==> config.mk <==
export PLATFORM = sky130hd
export DESIGN_NAME = uart_rx
export DESIGN_NICKNAME = d
export VERILOG_FILES = /design/src/rtl/uart_pkg.sv /design/src/rtl/sync_fifo.sv /design/src/rtl/uart_rx.sv
export SDC_FILE = /design/constraint.sdc
export NUM_CORES = 1
export LEC_CHECK = 0
export BUFFER_PORTS_ARGS = -buffer_cell sky130_fd_sc_hd__buf_2
export CORE_ASPECT_RATIO = 1.2
export CORE_MARGIN = 4
export CORE_UTILIZATION = 55
export CTS_CLUSTER_DIAMETER = 120
export DETAILED_ROUTE_END_ITERATION = 7
export MAX_ROUTING_LAYER = met4
export PLACE_DENSITY = 0.74
export SLEW_MARGIN = 20
export SYNTH_ARGS = -nofsm -noshare
export SYNTH_HDL_FRONTEND = slang
export SYNTH_HIERARCHICAL = 1
export SYNTH_SLANG_ARGS = --single-unit
==> constraint.sdc <==
create_clock -name clk -period 4.3 [get_ports clk]
set_clock_uncertainty 0.05 [all_clocks]
set_input_delay 0.645 -clock clk [delete_from_list [all_inputs] [get_ports clk]]
set_output_delay 0.645 -clock clk [all_outputs]
set_load 0.01 [all_outputs]
==> src/rtl/uart_pkg.sv <==
// Shared UART definitions: receiver FSM encoding, rdata bit positions and
// the default bit-period divider used by both the RX and TX UARTs.
package uart_pkg;

    // 50 MHz / 115200 baud
    localparam int UART_CLKDIV = 434;

    // rdata status bit positions
    localparam int RX_VALID_BIT = 8;
    localparam int RX_FERR_BIT  = 9;
    localparam int RX_OVR_BIT   = 10;
    localparam int RX_PERR_BIT  = 11;

    typedef enum logic [2:0] {
        RX_IDLE,
        RX_START,
        RX_DATA,
        RX_PARITY,
        RX_STOP,
        RX_BREAK
    } rx_state_e;

endpackage

==> src/rtl/sync_fifo.sv <==
// Single-clock FIFO, depth 2**AW, show-ahead read port (rdata is the head).
// A push into a full FIFO is accepted only when a pop happens in the same cycle.
module sync_fifo #(
    parameter int WIDTH = 8,
    parameter int AW    = 3
) (
    input  logic             clk,
    input  logic             reset,
    input  logic             push,
    input  logic             pop,
    input  logic [WIDTH-1:0] wdata,
    output logic [WIDTH-1:0] rdata,
    output logic             full,
    output logic             empty
);

    localparam logic [AW:0] DEPTH = (AW+1)'(2**AW);

    logic [WIDTH-1:0] mem [2**AW];
    logic [AW-1:0]    wptr, rptr;
    logic [AW:0]      count;
    logic             do_push, do_pop;

    assign empty   = (count == '0);
    assign full    = (count == DEPTH);
    assign do_pop  = pop & ~empty;
    assign do_push = push & (~full | do_pop);
    assign rdata   = mem[rptr];

    // Pointer and occupancy bookkeeping; pointers wrap naturally at 2**AW
    always_ff @(posedge clk) begin
        if (reset) begin
            wptr  <= '0;
            rptr  <= '0;
            count <= '0;
        end else begin
            if (do_push) wptr <= wptr + 1'b1;
            if (do_pop)  rptr <= rptr + 1'b1;
            case ({do_push, do_pop})
                2'b10:   count <= count + 1'b1;
                2'b01:   count <= count - 1'b1;
                default: count <= count;
            endcase
        end
    end

    // Storage write; contents need no reset since count gates visibility
    always_ff @(posedge clk) begin
        if (do_push) mem[wptr] <= wdata;
    end

endmodule

==> src/rtl/uart_rx.sv <==
// 8N1 UART receiver with receive FIFO and sticky status flags.
// Define UART_RX_PARITY_EN for 8E1 frames with a parity-error flag.
module uart_rx
    import uart_pkg::*;
#(
    parameter int CLKDIV  = UART_CLKDIV,
    parameter int FIFO_AW = 3
) (
    input  logic        clk,
    input  logic        reset,
    input  logic        rx,
    input  logic        re,
    output logic [31:0] rdata,
    output logic        irq
);

    localparam logic [15:0] HALF_LOAD = 16'(CLKDIV/2 - 1);
    localparam logic [15:0] FULL_LOAD = 16'(CLKDIV - 1);

    rx_state_e   state, state_n;
    logic        rx_meta, rxs, rxs_q;
    logic [15:0] div_cnt, div_n;
    logic [2:0]  bit_idx, bit_n;
    logic [7:0]  shreg, shreg_n;
    logic        push, ferr_set, perr_set, ovr_set;
    logic        ferr, ovr, perr;
    logic        fifo_full, fifo_empty;
    logic [7:0]  head;
    logic        expired;

    assign expired = (div_cnt == '0);

    // Two-flop synchronizer plus one more stage for falling-edge detection
    always_ff @(posedge clk) begin
        if (reset) begin
            rx_meta <= 1'b1;
            rxs     <= 1'b1;
            rxs_q   <= 1'b1;
        end else begin
            rx_meta <= rx;
            rxs     <= rx_meta;
            rxs_q   <= rxs;
        end
    end

    // FSM state and bit-timing datapath registers
    always_ff @(posedge clk) begin
        if (reset) begin
            state   <= RX_IDLE;
            div_cnt <= '0;
            bit_idx <= '0;
            shreg   <= '0;
        end else begin
            state   <= state_n;
            div_cnt <= div_n;
            bit_idx <= bit_n;
            shreg   <= shreg_n;
        end
    end

    // Next-state: samples are taken mid-bit when the divider reaches zero
    always_comb begin
        state_n  = state;
        div_n    = (div_cnt != '0) ? div_cnt - 16'd1 : div_cnt;
        bit_n    = bit_idx;
        shreg_n  = shreg;
        push     = 1'b0;
        ferr_set = 1'b0;
        perr_set = 1'b0;
        case (state)
            RX_IDLE: begin
                if (rxs_q && !rxs) begin
                    state_n = RX_START;
                    div_n   = HALF_LOAD;
                end
            end
            RX_START: begin
                if (expired) begin
                    if (rxs) begin
                        state_n = RX_IDLE;      // glitch, not a start bit
                    end else begin
                        state_n = RX_DATA;
                        div_n   = FULL_LOAD;
                        bit_n   = '0;
                    end
                end
            end
            RX_DATA: begin
                if (expired) begin
                    shreg_n = {rxs, shreg[7:1]};
                    div_n   = FULL_LOAD;
                    bit_n   = bit_idx + 3'd1;
                    if (bit_idx == 3'd7) begin
`ifdef UART_RX_PARITY_EN
                        state_n = RX_PARITY;
`else
                        state_n = RX_STOP;
`endif
                    end
                end
            end
`ifdef UART_RX_PARITY_EN
            RX_PARITY: begin
                if (expired) begin
                    perr_set = (rxs != ^shreg);
                    div_n    = FULL_LOAD;
                    state_n  = RX_STOP;
                end
            end
`endif
            RX_STOP: begin
                if (expired) begin
                    if (rxs) begin
                        push    = 1'b1;
                        state_n = RX_IDLE;
                    end else begin
                        ferr_set = 1'b1;
                        state_n  = RX_BREAK;
                    end
                end
            end
            RX_BREAK: begin
                // Held-low line: one framing error, then wait for idle
                if (rxs) state_n = RX_IDLE;
            end
            default: state_n = RX_IDLE;
        endcase
    end

    assign ovr_set = push & fifo_full & ~re;

    // Sticky flags: cleared by a read, but a same-cycle set event wins
    always_ff @(posedge clk) begin
        if (reset) begin
            ferr <= 1'b0;
            ovr  <= 1'b0;
            perr <= 1'b0;
        end else begin
            ferr <= ferr_set | (ferr & ~re);
            ovr  <= ovr_set  | (ovr  & ~re);
            perr <= perr_set | (perr & ~re);
        end
    end

    sync_fifo #(
        .WIDTH (8),
        .AW    (FIFO_AW)
    ) u_fifo (
        .clk   (clk),
        .reset (reset),
        .push  (push),
        .pop   (re),
        .wdata (shreg),
        .rdata (head),
        .full  (fifo_full),
        .empty (fifo_empty)
    );

    // CPU-visible status/data word
    always_comb begin
        rdata = '0;
        if (!fifo_empty) begin
            rdata[7:0]          = head;
            rdata[RX_VALID_BIT] = 1'b1;
        end
        rdata[RX_FERR_BIT] = ferr;
        rdata[RX_OVR_BIT]  = ovr;
        rdata[RX_PERR_BIT] = perr;
    end

    assign irq = ~fifo_empty;

endmodule

==> results.txt <==
Yosys warnings - 6
share of layout cells above drive strength 1 - 18.0%
total of max-cap violations - 0
Slew Viols, Final - 0
switching part of the total - 32.7%
leakage power - 2.12 nW
core area - 9220 µm²
post-CTS setup repair buffer count - 0
Syn Inst Count - 426
most common cell in the synthesized netlist - edfxtp_1
Wirelength per Cell - 17.8 µm
Ant. Diodes - 0
element type at the critical path start - flop
Detailed Routing Iterations Pass 1 - 4
Row Count - 38
Tightest Pin Transition - 0.955 ns
leading area contributor after synthesis - edfxtp_1
class of the worst hold path - primary input to flop
initial antenna violation count - 0
area grow syn2layout - 12.3%
PortBufs - 16
post-cts resize count - 0
CTS clk-pin slew, worst paths - 0.05 ns
Yosys reg bits - 113
Skew-Pair Late Insertion Delay - 0.51 ns
DR vias/cell - 5.88
Pwr Density - 705 nW/µm²
Switch Pwr - 0.00137 W
Main synth FF type - edfxtp_1
Die Span Y - 115 µm
combinational share of power - 31.3%
vias in the first global route - 3395
first-pass GRT wire length - 16.7 mm
CTS tree - built
setup_tns - 0 ns
total track usage - 19.8%
root buffer cell - clkbuf_8
HPWL Detailed - 6.57 mm
min Tclk post-route - 3.51 ns
Worst VDD drop - 0.625 mV
Int Power - 0.00281 W
CTS H-tree lvls - 4
synth cell count leaders - edfxtp_1, dfxtp_1, buf_4
ranking of synthesized cells by area - edfxtp_1, dfxtp_1, mux4_1
fillers - 661
largest family of logic cells by synthesized area - simple AND/OR/NAND/NOR gates
mux share of post-synthesis cell area - 9.98%
Compound-Gate Fraction of Synth Area - 10.6%
fmax - 285 MHz
# setup viols final - 0
Post-synth ARST share - 0%
CTS Buffer Depth - 2
register area share after synthesis - 54.9%
fin worst setup slack - 0.791 ns
XOR/XNOR share of the synthesized area - 1.32%
Synth Area per Inst - 12.4 µm²
TritonCTS Sinks - 113
layout net count - 450
Unique masters post-synth - 63
Remaining DRCs - 0
via count - 3345
top cell type's share of synthesized area - 36.3%
initial DRC count - 144
Initial Util - 57.3%
Setup CP Type - flop to flop
Hold Fails Final Rpt - 0
clock power share - 35.1%
WP data arrival - 3.89 ns
crit-path max FO - 11
Post-Synth Simple-Gate Area - 13.3%
Post-synth EDFFs - 64
element type at the critical path end - flop
post-synthesis adder-cell area fraction - 2.51%
RSZ-0062 raised after global routing - false
CTS Hold Buffers Added - 0
GRT overflow - 0
final antenna-violating net count - 0
Die ar. - 11300 µm²
max_slew headroom - 36.2%
status - finished, final reports clean
# IOs - 37
Post-Route WL - 10.1 mm
number of CTS-inserted buffers - 17
Final period util - 81.6%
sequential power share - 33.6%
largest net degree at the start of global routing - 46
GPL Wtd Cong - 0.861
Syn Std Cell Area - 5290 µm²
DIE WIDTH - 97.5 µm
Worst EP required - 4.68 ns
Setup Slack @ Placement - 0.906 ns
## worst paths after layout
check | to | slack [ns] | cells after the start | from
setup / recovery | u_fifo/count[3] | 0.79 | 12 | div_cnt[0]
hold / removal | rx_meta | 0.28 | 2 | rx
setup reg to reg | u_fifo/count[3] | 0.79 | 12 | div_cnt[0]
hold reg to reg | rxs | 0.36 | 1 | rx_meta
## per-layer routing
layer / GRT usage (%) / wire length, µm / vias to the layer above
li1: - / - / 1605
met1: 21.5 / 4150 / 1655
met2: 35.3 / 5460 / 65
met3: 4.21 / 313 / 20
met4: 8.31 / 209 / 0
met5: - / 0 / -
## critical path, stage by stage, from the launching register on
cell and delay (ns):
dfxtp_1 0.34, inv_1 0.10, ha_1 0.14, or3b_2 0.57, nor4_1 0.26, and4_1 0.52
or2_2 0.21, inv_1 0.06, ha_1 0.31, a21oi_1 0.31, nor4bb_1 0.31, o21bai_1 0.12
a31oi_1 0.13
## stage by stage
stage | cell area [µm²] | hold WS [ns] | power (W) | std cells | util (%)
2_1_floorplan | 5360 | 0.339 | 0.00252 | 445 | -
3_3_place_gp | 5310 | 0.355 | 0.00268 | 537 | 57.6
3_5_place_dp | 5310 | 0.350 | 0.00272 | 537 | 57.6
4_1_cts | 5930 | 0.263 | 0.00421 | 569 | 64.3
5_1_grt | 5940 | 0.281 | 0.00443 | 569 | 64.4
6_report | 5940 | 0.285 | 0.00418 | 569 | 64.4
## area by class of cell
type	count	area [µm²]	area share [%]
Clock buffer	21	439	7.40
Clock inverter	11	185	3.12
Inverter	13	48.8	0.822
Multi-Input combinational cell	268	2080	35.0
Sequential cell	113	2900	48.9
Tap cell	120	150	2.53
Timing Repair Buffer	23	133	2.23
## placed cells by master (no fill, tap or decap), types with 7 or more instances in the layout
master and count:
edfxtp_1 64, ha_1 9, inv_1 13, a21oi_1 17
or3_1 9, nand3_1 12, clkbuf_16 16, o21ai_0 21
dfxtp_1 49, or4_1 7, nand2b_1 8, nor2b_1 10
conb_1 20, buf_2 16, mux4_1 10, buf_4 7
mux2_2 8, nor2_1 23, nor3_1 10, a211oi_1 10
## power by group through the flow
| stage | registers, W | logic [W] | clock network, W |
|---|---|---|---|
| final | 0.00141 | 0.00131 | 0.00147 |
| after global routing | 0.00143 | 0.00145 | 0.00155 |
| after CTS | 0.00140 | 0.00131 | 0.00150 |
| after detailed placement | 0.00142 | 0.00130 | 0 |
| after global placement | 0.00142 | 0.00126 | 0 |
| after floorplan | 0.00134 | 0.00118 | 0 |
## cell families after synthesis
logic type	after synthesis
adder cells (fa/ha/maj)	10
flip-flops	113
XOR/XNOR	8
AO/OA/AOI/OAI	83
AND/OR/NAND/NOR	119
other	1
buffers and inverters	64
multiplexers	28
## registers in the layout, indices dropped and copies added, names as in the netlist, 3 cells and up, named ones only
register,flops
u_fifo/count,4
u_fifo/mem,64
u_fifo/rptr,3
shreg,8
div_cnt,16
u_fifo/wptr,3
state,3
bit_idx,3
Note: power is estimated with default switching activity, not from simulation.
